`src/rtl/decoder_line_monitor_pkg.sv`:
```
// Shared definitions for the decoder line monitor: FSM encodings, line geometry
// and the helpers that classify and encode a sampled line vector.
package decoder_pkg;

    localparam int NUM_LINES     = 4;
    localparam int IDX_W         = 2;
    localparam int CNT_W_DEFAULT = 8;

    typedef enum logic [1:0] {
        ST_IDLE   = 2'd0,
        ST_ACTIVE = 2'd1,
        ST_FAULT  = 2'd2
    } state_t;

    typedef enum logic [1:0] {
        CLS_ZERO,
        CLS_ONEHOT,
        CLS_MULTI
    } line_class_t;

    // A vector with exactly one bit set clears to zero when ANDed with itself minus one.
    function automatic line_class_t classify(input logic [NUM_LINES-1:0] v);
        if (v == '0) begin
            return CLS_ZERO;
        end
        if ((v & (v - NUM_LINES'(1))) == '0) begin
            return CLS_ONEHOT;
        end
        return CLS_MULTI;
    endfunction

    function automatic logic [IDX_W-1:0] encode(input logic [NUM_LINES-1:0] v);
        logic [IDX_W-1:0] idx;
        idx = '0;
        for (int k = 0; k < NUM_LINES; k++) begin
            if (v[k]) begin
                idx = IDX_W'(k);
            end
        end
        return idx;
    endfunction

endpackage

```
`src/rtl/decoder_line_monitor_sat_counter.sv`:
```
// Saturating up-counter with synchronous clear; clear wins over increment.
module sat_counter #(
    parameter int W = 8
) (
    input  logic         CLK,
    input  logic         RST_N,
    input  logic         CLR,
    input  logic         INC,
    output logic [W-1:0] Q
);

    // NOTE: sequential state is assigned with <= so every flop samples pre-edge values.
    always_ff @(posedge CLK or negedge RST_N) begin
        if (!RST_N) begin
            Q <= '0;
        end else if (CLR) begin
            Q <= '0;
        end else if (INC && (Q != '1)) begin
            Q <= Q + W'(1);
        end
    end

endmodule

```
`src/rtl/decoder_line_monitor.sv`:
```
// Registers the decoder's one-hot lines, re-encodes the active line, counts
// per-line rising edges and flags multi-hot samples.
module decoder_line_monitor
    import decoder_pkg::*;
#(
    parameter int CNT_W = CNT_W_DEFAULT
) (
    input  logic             CLK,
    input  logic             RST_N,
    input  logic             m1,
    input  logic             m2,
    input  logic             m3,
    input  logic             m4,
    input  logic             CLR,
    input  logic [IDX_W-1:0] SEL,
    output logic             VALID,
    output logic [IDX_W-1:0] IDX,
    output logic [CNT_W-1:0] COUNT,
    output logic             ERR,
    output logic [CNT_W-1:0] ERR_CNT,
    output logic [1:0]       STATE
);

    logic [NUM_LINES-1:0] s;
    logic [NUM_LINES-1:0] s_prev;
    line_class_t          s_class;
    logic [NUM_LINES-1:0] line_inc;
    logic                 err_inc;
    logic [CNT_W-1:0]     cnt [NUM_LINES];
    state_t               state;
    state_t               state_nxt;

    always_ff @(posedge CLK or negedge RST_N) begin
        if (!RST_N) begin
            s      <= '0;
            s_prev <= '0;
        end else begin
            s      <= {m4, m3, m2, m1};
            s_prev <= s;
        end
    end

    assign s_class = classify(s);
    // Edges that arrive inside a multi-hot sample are deliberately not counted.
    assign line_inc = (s_class == CLS_ONEHOT) ? (s & ~s_prev) : '0;
    assign err_inc  = (s_class == CLS_MULTI);

    for (genvar g = 0; g < NUM_LINES; g++) begin : g_line_cnt
        sat_counter #(.W(CNT_W)) u_line_cnt (
            .CLK   (CLK),
            .RST_N (RST_N),
            .CLR   (CLR),
            .INC   (line_inc[g]),
            .Q     (cnt[g])
        );
    end

    sat_counter #(.W(CNT_W)) u_err_cnt (
        .CLK   (CLK),
        .RST_N (RST_N),
        .CLR   (CLR),
        .INC   (err_inc),
        .Q     (ERR_CNT)
    );

    // COUNT samples the selected counter before this edge's increment lands.
    always_ff @(posedge CLK or negedge RST_N) begin
        if (!RST_N) begin
            VALID <= 1'b0;
            IDX   <= '0;
            COUNT <= '0;
            ERR   <= 1'b0;
        end else begin
            VALID <= (s_class == CLS_ONEHOT);
            if (s_class == CLS_ONEHOT) begin
                IDX <= encode(s);
            end
            COUNT <= cnt[SEL];
            if (CLR) begin
                ERR <= 1'b0;
            end else if (err_inc) begin
                ERR <= 1'b1;
            end
        end
    end

    always_ff @(posedge CLK or negedge RST_N) begin
        if (!RST_N) begin
            state <= ST_IDLE;
        end else begin
            state <= state_nxt;
        end
    end

    // NOTE: state_nxt gets a default before the case so no path can infer a latch.
    always_comb begin
        state_nxt = state;
        unique case (state)
            ST_IDLE: begin
                if (s_class == CLS_ONEHOT)      state_nxt = ST_ACTIVE;
                else if (s_class == CLS_MULTI)  state_nxt = ST_FAULT;
            end
            ST_ACTIVE: begin
                if (s_class == CLS_ZERO)        state_nxt = ST_IDLE;
                else if (s_class == CLS_MULTI)  state_nxt = ST_FAULT;
            end
            ST_FAULT: begin
                if (s_class == CLS_ZERO)        state_nxt = ST_IDLE;
                else if (s_class == CLS_ONEHOT) state_nxt = ST_ACTIVE;
            end
            default: state_nxt = ST_IDLE;
        endcase
    end

    always_comb begin
        STATE = state;
    end

endmodule

```
`config.mk`:
```
export PLATFORM = sky130hd
export DESIGN_NAME = decoder_line_monitor
export DESIGN_NICKNAME = d
export VERILOG_FILES = /design/src/rtl/decoder_line_monitor_pkg.sv /design/src/rtl/decoder_line_monitor_sat_counter.sv /design/src/rtl/decoder_line_monitor.sv
export SDC_FILE = /design/constraint.sdc
export NUM_CORES = 1
export LEC_CHECK = 0
export CORE_UTILIZATION = 40
export DETAILED_ROUTE_END_ITERATION = 16
export GPL_TIMING_DRIVEN = 0
export PLACE_DENSITY = 0.7
export SYNTH_ARGS = -nofsm -noshare
export SYNTH_HDL_FRONTEND = slang
export SYNTH_HIERARCHICAL = 1
export SYNTH_SLANG_ARGS = --single-unit
```
`constraint.sdc`:
```
create_clock -name CLK -period 2.5 [get_ports CLK]
set_input_delay 0.625 -clock CLK [delete_from_list [all_inputs] [get_ports CLK]]
set_output_delay 0.625 -clock CLK [all_outputs]
set_load 0.05 [all_outputs]
```
* Word-level counts from Yosys, hierarchy flattened
Cells that the tools add are included.
Storage, ports and cells: flip-flop bits (word level) 62, input bits 9, word-level logic and storage cells 80
Cells by class: add/subtract/negate cells 6, $lt $le $gt $ge 1, equality and inequality tests 10, muxes and demuxes 32, bitwise gates (word level) 4, reduce and logical (&&, ||, !) cells 15
Operators with widths (number):
- two-way mux 8 bit | 12
- adder 8 x 1 -> 8 bit, second input constant | 5
- inequality test 8 bit, second input constant | 5
- two-way mux 2 bit | 11
- binary-select mux 8 bit (select 2 bit) | 1
- nonzero test 2 bit | 6
- bitwise AND 4 bit | 2
- zero test 4 bit | 2
- two-way mux 1 bit | 6
- one-hot mux 2 bit (3 select lines) | 1
- logical AND 1 bit | 5
- == test 2 x 1 -> 1 bit, second input constant | 2
- == test 2 bit, second input constant | 2
- zero test 2 bit | 2
- two-way mux 4 bit | 1
- inverter 4 bit | 1
- subtractor 4 x 1 -> 4 bit, second input constant | 1
- greater-or-equal comparator 3 bit, second input constant | 1
- inequality test 3 bit, second input constant | 1
- inverter 2 -> 3 bit | 1

* Logic depth before layout (Yosys ltp)
depth after elaboration 12, gate-level depth with buffers 8

* Hierarchy
The synthesis kept the hierarchy.
By module, submodules not included:
- sat_counter | times used 5, cells each 49, area an instance 464.2 um^2
- decoder_line_monitor | times used 1, cells each 65, area an instance 924.6 um^2

* Worst setup path before layout
Ideal clock, no wire load.
path type reg-to-reg, start point reg s[1], end point reg g_line_cnt[3].u_line_cnt.Q[7], setup time 0.094 ns, data arrival time 1.800 ns, required time 2.406 ns, path slack 0.606 ns, cell stages (with the launch flop) 9, buffers on the path 2, clock period less this slack 1.894 ns, cells stage by stage dfrtp_1 > buf_2 > nor3_1 > nand2_1 > nor2_1 > buf_2 > nand3_1 > or3_1 > a211oi_1
Between the ends: word-level cells in the longest chain between the ends 11
RTL lines:
- start: declaration | line decoder_line_monitor.sv:24 | logic [NUM_LINES-1:0] s;
- start signal: assignment | line decoder_line_monitor.sv:38 | s <= {m4, m3, m2, m1};
- subtractor 4 x 1 -> 4 bit | line decoder_line_monitor_pkg.sv:26 | if ((v & (v - NUM_LINES'(1))) == '0) begin
- bitwise AND 4 bit | line decoder_line_monitor_pkg.sv:26
- zero test 4 bit | line decoder_line_monitor_pkg.sv:26
- two-way mux 1 bit (2 in a row) | line decoder_line_monitor_pkg.sv:26
- two-way mux 2 bit | line decoder_line_monitor_pkg.sv:29 | return CLS_MULTI;
- two-way mux 2 bit (*) | line decoder_line_monitor_pkg.sv:26
- == test 2 x 1 -> 1 bit (*) | line decoder_line_monitor.sv:45 | assign line_inc = (s_class == CLS_ONEHOT) ? (s & ~s_prev) : '0;
- two-way mux 4 bit (*) | line decoder_line_monitor.sv:45
- via line_inc[3] | line decoder_line_monitor.sv:27 | logic [NUM_LINES-1:0] line_inc;
- logical AND 1 bit (*) | line decoder_line_monitor_sat_counter.sv:18 | end else if (INC && (Q != '1)) begin
- nonzero test 2 bit (no line) (*)
- end signal: assignment | line decoder_line_monitor_sat_counter.sv:19 | Q <= Q + W'(1);
- end: declaration | line decoder_line_monitor_sat_counter.sv:9 | output logic [W-1:0] Q
The timed path passes the listed nets; every way through them passes the cells marked *. The select of a mux whose other input is x is not followed. A chain may end at the register's enable or synchronous reset.

* Worst setup path after layout
start point reg u_err_cnt.Q[2], end point out ERR_CNT[2]
RTL lines:
- start: declaration | line decoder_line_monitor_sat_counter.sv:9
- start signal: assignment | line decoder_line_monitor_sat_counter.sv:19
- end: declaration | line decoder_line_monitor.sv:20 | output logic [CNT_W-1:0] ERR_CNT,
No word-level cell between the ends.

==> impl_metrics.prom <==
# TYPE chip_impl_metric gauge
chip_impl_info{name="run_status",value="completed"} 1
chip_impl_metric{name="cts_inserted_buffers",unit=""} 9
chip_impl_metric{name="via_count",unit=""} 2581
chip_impl_metric{name="slowest_delay",unit="ns"} 0.85
chip_impl_metric{name="portBuffers",unit=""} 28
chip_impl_metric{name="power.ir.vdd_worst",unit="uV"} 267
chip_impl_metric{name="critical_path_buf_inv_count",unit=""} 1
chip_impl_metric{name="final.setup_skew",unit="ns"} 0.00760
chip_impl_metric{name="post_cts_hold_buffer_count",unit=""} 0
chip_impl_info{name="timing.rr.start",value="s[1]"} 1
chip_impl_metric{name="core-area",unit="mm^2"} 0.00777
chip_impl_metric{name="fillerInstances",unit=""} 700
chip_impl_metric{name="report.final.setup_viol",unit=""} 0
chip_impl_metric{name="grt_overflow",unit=""} 0
chip_impl_info{name="cp-startpoint",value="u_err_cnt/Q[2]"} 1
chip_impl_metric{name="timing.fmax",unit="MHz"} 440
chip_impl_metric{name="die_h",unit="um"} 92.1
chip_impl_metric{name="largest_net_degree_at_the_start_of_global_routing",unit=""} 63
chip_impl_metric{name="groute.usage.overall",unit=""} 0.175
chip_impl_metric{name="wirelength",unit="mm"} 6.74
chip_impl_metric{name="reg2reg_slack",unit="ns"} 0.39
chip_impl_metric{name="postCtsSetupRepairBufs",unit=""} 0
chip_impl_info{name="worst_hold_path_type",value="primary input to async pin"} 1
chip_impl_metric{name="drc_violations_left",unit=""} 0
chip_impl_metric{name="gp_congestion",unit=""} 0.796
chip_impl_metric{name="syn2layout_area_growth",unit="%"} 19.5
chip_impl_info{name="synth_top_cells_by_count",value="sky130_fd_sc_hd__dfrtp_1 (62), sky130_fd_sc_hd__nor3_1 (21), sky130_fd_sc_hd__a21oi_1 (18)"} 1
chip_impl_metric{name="cells_after_synthesis",unit=""} 310
chip_impl_info{name="timing_worst_setup_path_type",value="register to output pin"} 1
chip_impl_info{name="yosysMostFrequentCell",value="sky130_fd_sc_hd__dfrtp_1"} 1
chip_impl_metric{name="async_set_reset_flop_share_out_of_synthesis",unit=""} 1.00
chip_impl_info{name="tritoncts_clock_tree",value="built"} 1
chip_impl_metric{name="detailedPlace.worstSlack",unit="ns"} 0.181
chip_impl_metric{name="vias_per_cell",unit=""} 5.66
chip_impl_metric{name="synth_enable_flop_cells",unit=""} 0
chip_impl_metric{name="required_time_of_the_worst_setup_path",unit="ns"} 1.88
chip_impl_metric{name="row_count",unit=""} 32
chip_impl_metric{name="cts_max_level",unit=""} 3
chip_impl_metric{name="place_hpwl",unit="mm"} 4.67
chip_impl_info{name="crit-reg2reg-capture",value="g_line_cnt[3].u_line_cnt/Q[7]"} 1
chip_impl_metric{name="cap_viol_max_count",unit=""} 0
chip_impl_metric{name="clkTransAtPathRegs",unit="ns"} 0.07
chip_impl_info{name="start_kind",value="register"} 1
chip_impl_metric{name="post_route_cells_drive_above_1_share",unit=""} 0.155
chip_impl_metric{name="instances_no_fill",unit=""} 456
chip_impl_metric{name="grt_antenna_before_repair",unit=""} 0
chip_impl_metric{name="nNetsFinal",unit=""} 363
chip_impl_metric{name="final_period_minus_worst_setup_slack",unit="ns"} 2.27
chip_impl_metric{name="synth_seq_cells",unit=""} 62
chip_impl_metric{name="syn_nets",unit=""} 324
chip_impl_metric{name="initial_core_util",unit=""} 0.418
chip_impl_metric{name="die_width",unit="um"} 92.1
chip_impl_info{name="dominantRegCellSynth",value="sky130_fd_sc_hd__dfrtp_1"} 1
chip_impl_metric{name="synth-warning-count",unit=""} 6
chip_impl_metric{name="timing_worst_slew_pin_value",unit="ns"} 0.766
chip_impl_metric{name="vias_in_the_first_global_route",unit=""} 2389
chip_impl_metric{name="dpl-instance-area",unit="mm^2"} 0.00365
chip_impl_metric{name="dr.pass1.iters",unit=""} 4
chip_impl_metric{name="clockBufferDepth",unit=""} 2
chip_impl_metric{name="die-area",unit="mm^2"} 0.00848
chip_impl_info{name="synth_top_cell_by_area",value="sky130_fd_sc_hd__dfrtp_1"} 1
chip_impl_metric{name="postRouteAntennaNets",unit=""} 0
chip_impl_metric{name="floorplan.io_pins",unit=""} 31
chip_impl_metric{name="placedCellCount",unit=""} 440
chip_impl_metric{name="first_pass_grt_wire_length",unit="mm"} 11.6
chip_impl_info{name="cts.root.buffer_cell",value="sky130_fd_sc_hd__clkbuf_8"} 1
chip_impl_metric{name="report.final.slew_viol_count",unit=""} 0
chip_impl_metric{name="cp_data_arrival_time",unit="ns"} 1.65
chip_impl_metric{name="drt_iter0_markers",unit=""} 207
chip_impl_metric{name="finalCritPeriodShare",unit=""} 0.908
chip_impl_info{name="critPathTopFamily",value="buffers and inverters"} 1
chip_impl_metric{name="finalCoreUtilization",unit=""} 0.499
chip_impl_info{name="grt_setup_unrepaired",value="false"} 1
chip_impl_metric{name="netlist-cell-type-count",unit=""} 36
chip_impl_metric{name="number_of_clock_sinks",unit=""} 62
chip_impl_info{name="synth_area_leaders",value="sky130_fd_sc_hd__dfrtp_1 (48%), sky130_fd_sc_hd__mux4_2 (5.6%), sky130_fd_sc_hd__mux2_2 (3.5%), sky130_fd_sc_hd__nand2b_1 (3.3%), sky130_fd_sc_hd__nor3_1 (3.2%)"} 1
chip_impl_metric{name="synth_area",unit="mm^2"} 0.00325
chip_impl_metric{name="post_synth.cell_area_avg",unit="um^2"} 10.5
chip_impl_metric{name="clkLatencyLatePin",unit="ns"} 0.34
chip_impl_metric{name="design_power_total",unit="uW"} 2240
chip_impl_info{name="critical_path.slowest_cell",value="sky130_fd_sc_hd__clkdlybuf4s50_1"} 1
chip_impl_metric{name="share_of_the_synthesized_area_in_the_top_cell_type",unit=""} 0.478
chip_impl_metric{name="finalHoldViolCount",unit=""} 0
chip_impl_metric{name="critical_path.max_fanout",unit=""} 7
chip_impl_metric{name="layout_setup_ws",unit="ns"} 0.229
chip_impl_metric{name="power.leakage",unit="uW"} 0.00158
chip_impl_metric{name="max_slew_headroom",unit=""} 0.489
chip_impl_metric{name="power_density",unit="mW/mm^2"} 578
chip_impl_metric{name="ff2ff_path_depth",unit=""} 8
chip_impl_metric{name="ys_seq_area_frac",unit=""} 0.478
chip_impl_metric{name="n_antenna_cell",unit=""} 0
chip_impl_info{name="worstPathCellList",value="clkdlybuf4s50_1"} 1
chip_impl_info{name="critical_path.endpoint_type",value="output pin"} 1
chip_impl_metric{name="final_design_area_no_fill",unit="mm^2"} 0.00388
chip_impl_metric{name="route.detailed.wl_per_inst",unit="um"} 14.8
chip_impl_metric{name="cts_repair_resize_count",unit=""} 0
-- cells by family after synthesis --
group	after synthesis	share of synthesized area
xor gates and xnor gates	1	0.00270
adders and majority gates	5	0.0193
and+or+nand+nor	136	0.246
DFF	62	0.478
muxes	23	0.106
buffers and inverters	28	0.0374
AOI/OAI and AO/OA	55	0.111
-- cell type report --
cell class / count / area [um^2] / area share
inverters: 13 / 48.8 / 0.0126
multi-input cells: 220 / 1580 / 0.407
flip-flops and latches: 62 / 1550 / 0.400
well taps: 102 / 128 / 0.0329
clock buffers: 9 / 124 / 0.0319
plain buffers: 15 / 72.6 / 0.0187
clock inverters: 7 / 97.6 / 0.0252
repair buffers: 28 / 278 / 0.0716
-- per-layer routing --
| metal | up-vias | wire, um | GRT usage |
|---|---|---|---|
| met3 | 8 | 327 | 0.0423 |
| met5 | - | 0 | 0 |
| li1 | 1237 | - | - |
| met1 | 1264 | 3110 | 0.236 |
| met4 | 0 | 97 | 0.0703 |
| met2 | 72 | 3200 | 0.271 |
-- worst max path at each step --
stage                                         end  slack (ns)  cells after the start
finish                                 ERR_CNT[2]        0.23                      1
global route        g_line_cnt[3].u_line_cnt/Q[5]        0.12                      8
CTS                                    ERR_CNT[2]        0.22                      1
detailed placement  g_line_cnt[3].u_line_cnt/Q[3]        0.18                      4
global placement    g_line_cnt[1].u_line_cnt/Q[7]       -1.25                      1
floorplan           g_line_cnt[3].u_line_cnt/Q[7]        0.61                      8
-- flip-flops by register name (all words and copies together), names as in the netlist --
signal / cells
COUNT: 8
ERR: 1
g_line_cnt.u_line_cnt/Q: 32
s_prev: 4
VALID: 1
STATE: 2
s: 4
u_err_cnt/Q: 8
IDX: 2
-- cell usage in the layout, fill, tap and decap left out, types with 6 or more instances in the layout --
cell,n
sky130_fd_sc_hd__nor3_1,20
sky130_fd_sc_hd__o21ai_0,7
sky130_fd_sc_hd__nand3_1,12
sky130_fd_sc_hd__or3_1,6
sky130_fd_sc_hd__clkdlybuf4s50_1,27
sky130_fd_sc_hd__nor2b_1,15
sky130_fd_sc_hd__nor2_1,13
sky130_fd_sc_hd__clkbuf_8,9
sky130_fd_sc_hd__a21oi_1,18
sky130_fd_sc_hd__mux4_2,8
sky130_fd_sc_hd__a211oi_1,6
sky130_fd_sc_hd__nand2_1,14
sky130_fd_sc_hd__dfrtp_1,62
sky130_fd_sc_hd__buf_2,7
sky130_fd_sc_hd__inv_1,13
sky130_fd_sc_hd__nand4_1,6
sky130_fd_sc_hd__nand2b_1,17
sky130_fd_sc_hd__mux2_2,10
sky130_fd_sc_hd__nor4_1,7
-- power by group --
part           switching [uW]  total, uW  leakage (uW)  internal [uW]
Clock                     417        980      0.000106            564
Sequential               21.0       1050      0.000832           1030
Combinational             140        215      0.000642           74.9
-- stage by stage --
stage	hold WS, ns	setup TNS, ns
final	0.359	0
after global routing	0.383	0
after CTS	0.373	0
after detailed placement	0.361	0
after global placement	0.358	-77.39
after floorplan	0.329	0
No activity file was read; power rests on OpenSTA's default activity.
==> edit 1: new RTL, config.mk and constraints unchanged <==
Reset style: synchronous (`RST_N`), changed in 4 clocked blocks.
--- a/src/rtl/decoder_line_monitor_sat_counter.sv
+++ b/src/rtl/decoder_line_monitor_sat_counter.sv
@@ -12,3 +12,3 @@
     // NOTE: sequential state is assigned with <= so every flop samples pre-edge values.
-    always_ff @(posedge CLK or negedge RST_N) begin
+    always_ff @(posedge CLK) begin
         if (!RST_N) begin
--- a/src/rtl/decoder_line_monitor.sv
+++ b/src/rtl/decoder_line_monitor.sv
@@ -32,3 +32,3 @@
 
-    always_ff @(posedge CLK or negedge RST_N) begin
+    always_ff @(posedge CLK) begin
         if (!RST_N) begin
@@ -66,3 +66,3 @@
     // COUNT samples the selected counter before this edge's increment lands.
-    always_ff @(posedge CLK or negedge RST_N) begin
+    always_ff @(posedge CLK) begin
         if (!RST_N) begin
@@ -86,3 +86,3 @@
 
-    always_ff @(posedge CLK or negedge RST_N) begin
+    always_ff @(posedge CLK) begin
         if (!RST_N) begin
Behaviour: differs if RST_N is asserted again (counterexample within 4 cycles, from zero or initial values and one cycle with RST_N low); with RST_N held inactive, the same outputs for 10 cycles.
==> edit 1 against the unedited design <==
- setup slack lost 0.0012 ns
- synthesized cell count increased by 2.6%
- routed wire length shrank 0.49%
- cell count increased by 1.1%
- worst hold slack improved by 0.15 ns
- sequential cell count unchanged
- count of clock-buffer cells in the layout rose by 2
- total power fell by 13%
- final area is 5.6% lower
- synthesized area is 4.8% lower
- die area down 4.7%
- critical path depth stayed put
- highest routed layer unchanged
==> edit 1: results (changes against the unedited design) <==
finClkSkew_ns: 0.00963  # +0.00203 ns
grt_start_max_net_pins: 21  # -67%
place_hpwl_mm: 4.77  # +2.1%
grt_first_pass_wirelength_mm: 11.5  # -0.90%
place_congestion: 0.812  # +2.0%
num_vias: 2572  # -0.35%
drtIter0Drc: 151  # -27%
drive_above_1_share_pct: 14.4  # -1.2 points
track_usage_pct: 17.6  # +0.069 points
r2r_start: "s[1]"
yosys-top-cells-count: "dfxtp_1, nand2_1, a21oi_1, and4_1, nor2b_1"
routedWlPerCell_um: 14.5  # -1.6%
ys_top_cells_by_area: "dfxtp_1, mux4_2, and4_1"
synth.distinct_cells: 32  # -11%
r2r_end: "g_line_cnt[1].u_line_cnt/Q[5]"
reg2reg_depth: 6  # -2
grt_pass1_vias: 2375  # -0.59%
ir_drop_mv: 0.206  # -23%
cp_max_fo: 9  # +2
final_net_count: 371  # +2.2%
fin_hold_ws_ns: 0.505  # +0.146 ns
status: "complete, no violations"
p_leak_nw: 1.34  # -15%
r2r_slack_ns: 0.41  # +0.02 ns
worst_pin_slew_ns: 0.749  # -0.0173 ns
synth_fp_nets: 332  # +2.5%
==> edit 1: worst max-delay path by stage <==
stage	from	end	slack, ns	cells after the start
2_1_floorplan	s[2]	g_line_cnt[1].u_line_cnt/Q[5]	0.81	6
3_3_place_gp	RST_N	u_err_cnt/Q[3]	-0.01	4
3_5_place_dp	RST_N	u_err_cnt/Q[4]	-0.01	4
4_1_cts	u_err_cnt/Q[4]	ERR_CNT[4]	0.21	1
5_1_grt	u_err_cnt/Q[4]	ERR_CNT[4]	0.15	1
6_report	u_err_cnt/Q[4]	ERR_CNT[4]	0.23	1
==> edit 1: per-layer routing <==
layer	global-route usage, %	part of all wire [%]	vias to the layer above
li1	-	-	1276
met1	23.1	48	1229
met2	28.0	48	58
met3	3.21	3.3	9
met4	8.33	1.5	0
met5	0	0	-
==> edit 1: area by class of cell <==
class | count | area [um2]
Inverter | 2 | 7.51
Fill cell | 684 | 3710
Multi-Input combinational cell | 247 | 1800
Timing Repair Buffer | 28 | 280
Buffer | 7 | 38.8
Tap cell | 99 | 124
Clock buffer | 11 | 141
Clock inverter | 5 | 25.0
Sequential cell | 62 | 1240
==> edit 1: power by group <==
part           total [mW]  leakage [nW]  internal [mW]  switching [mW]
clock               0.759        0.0926          0.378           0.381
combinational       0.167         0.750         0.0650           0.102
sequential           1.02         0.502           1.00          0.0113
==> edit 1: worst reg2reg max path: cells and delay by family (launching register included) <==
kind	cells	cell delay, ns
AOI/OAI and AO/OA	1	0.27
buffers and inverters	1	0.20
DFF	1	0.31
muxes	1	0.22
and+or+nand+nor	3	1.03
==> edit 1: logic make-up (layout without fill, tap and decap cells) <==
family	Yosys count	in the layout	synth area share [%]
xor+xnor	1	1	0.284
fa+ha+maj	5	5	2.03
mux	23	23	10.7
flops	62	62	40.2
buf+inv	9	53	1.50
simple gates	146	146	29.2
compound gates	72	72	16.1
==> edit 1: metrics by stage <==
| step | util (%) | instances |
|---|---|---|
| floorplan | - | 318 |
| global placement | 47.4 | 445 |
| global route | 49.7 | 461 |
| detailed placement | 47.4 | 445 |
| CTS | 49.7 | 461 |
| finish | 49.7 | 461 |
==> edit 2: new RTL, same flow settings <==
Made on the original files. The package constant `IDX_W` goes from 2 to 3.
--- a/src/rtl/decoder_line_monitor_pkg.sv
+++ b/src/rtl/decoder_line_monitor_pkg.sv
@@ -5,3 +5,3 @@
     localparam int NUM_LINES     = 4;
-    localparam int IDX_W         = 2;
+    localparam int IDX_W         = 3;
     localparam int CNT_W_DEFAULT = 8;
Ports: changed (resized IDX and SEL); port bits go from 31 to 33. The function was not compared with the original's and may differ.
==> edit 2 against the unedited design <==
- core utilization fell by 0.86 points
- routed wire length up 1.7%
- critical endpoint unchanged
- register-to-register slack got worse by 0.11 ns
- synthesized area increased by 0.35%
- die area rose by 0.35%
- sequential cell count unchanged
- total power shrank 9.3%
- sequential power about the same
- setup slack gained 0.0073 ns
- final area is 1.2% lower
==> edit 2: results (changes against the unedited design) <==
place_congestion: 0.776  # -2.4%
n_all_buffers: 44  # +2.3%
hold_class: "flop to flop"
place_hpwl_mm: 4.70  # +0.66%
r2r_slack_ns: 0.28  # -0.11 ns
cts.sinks: 62  # unchanged
place_inst: 442  # +0.45%
r2r_start: "s[1]"
p_leak_nw: 1.57  # -0.73%
syn_inst: 312  # +0.65%
crit_slowest_cell: "clkdlybuf4s50_1"
numCtsBuffers: 9  # unchanged
drtIter0Drc: 111  # -46%
routedWlPerCell_um: 15.0  # +1.5%
swShare_pct: 25.7  # -0.093 points
status: "complete, no violations"
grt_pass1_vias: 2411  # +0.92%
cts_resized: 0  # unchanged
cts_setup_buffers: 0  # unchanged
clockNetworkAreaShare_pct: 4.38  # -1.3 points
ys_seq_area_share_pct: 47.6  # -0.17 points
track_usage_pct: 17.1  # -0.43 points
multiInputGateArea_um2: 1580  # about the same
multi_input_comb_cells: 221  # +0.45%
ys_top_cells_by_area: "dfrtp_1, mux4_2, mux2_2"
worst_pin_slew_ns: 0.774  # +0.00730 ns
dpl_cell_area_um2: 3660  # +0.31%
num_vias: 2557  # -0.93%
finClkSkew_ns: 0.00580  # -0.00180 ns
ir_drop_mv: 0.227  # -15%
synth.distinct_cells: 37  # +2.8%
buf_share_pct: 9.34  # +0.31 points
seq_share_pct: 40.5  # +0.50 points
fill_cells: 739  # +5.6%
synth_fp_nets: 327  # +0.93%
final_net_count: 366  # +0.83%
yosys-top-cells-count: "dfrtp_1, nor3_1, a21oi_1, nand2b_1, nor2b_1"
grt_first_pass_wirelength_mm: 11.4  # -1.3%
clock_buffers: 14  # +5
viasPerCell: 5.60  # -1.1%
-- edit 2: power groups by stage --
| stage | sequential (mW) | clock [mW] | combinational [mW] |
|---|---|---|---|
| after floorplan | 1.12 | 0 | 0.0818 |
| final | 1.05 | 0.766 | 0.217 |
| after global placement | 1.07 | 0 | 0.218 |
| after CTS | 1.05 | 0.786 | 0.221 |
| after global routing | 1.05 | 0.828 | 0.237 |
| after detailed placement | 1.07 | 0 | 0.221 |
-- edit 2: logic make-up (layout without fill, tap and decap cells) --
logic type / count (synthesis) / count (layout) / synth area share (%)
AOI/OAI and AO/OA: 55 / 55 / 11.1
and+or+nand+nor: 136 / 136 / 24.5
DFF: 62 / 62 / 47.6
buffers and inverters: 29 / 72 / 3.96
xor gates and xnor gates: 1 / 1 / 0.269
muxes: 23 / 23 / 10.5
adders and majority gates: 5 / 5 / 1.92
other: 1 / 1 / 0.115
-- edit 2: worst min path at each step --
stage / end / slack, ns / startpoint / depth (start not counted)
after floorplan: COUNT[0] / 0.33 / RST_N / 0
after global placement: s_prev[2] / 0.36 / s[2] / 0
after detailed placement: s_prev[1] / 0.36 / s[1] / 0
after CTS: s_prev[1] / 0.37 / s[1] / 0
after global routing: s_prev[1] / 0.38 / s[1] / 0
final: s_prev[1] / 0.37 / s[1] / 0
-- edit 2: through the flow --
step	worst slack (ns)	total power [mW]	utilization, %
floorplan	0.606	1.20	-
global placement	-1.27	1.29	46.9
detailed placement	0.209	1.29	46.9
CTS	0.229	2.06	49.1
global route	0.0675	2.12	49.1
finish	0.236	2.03	49.1
-- edit 2: metal layers --
layer / share of wire [%] / track usage [%] / vias to the layer above
met5: 0 / 0 / -
met3: 3.0 / 4.06 / 8
li1: - / - / 1239
met2: 48 / 26.4 / 54
met1: 48 / 23.1 / 1256
met4: 1.3 / 7.03 / 0
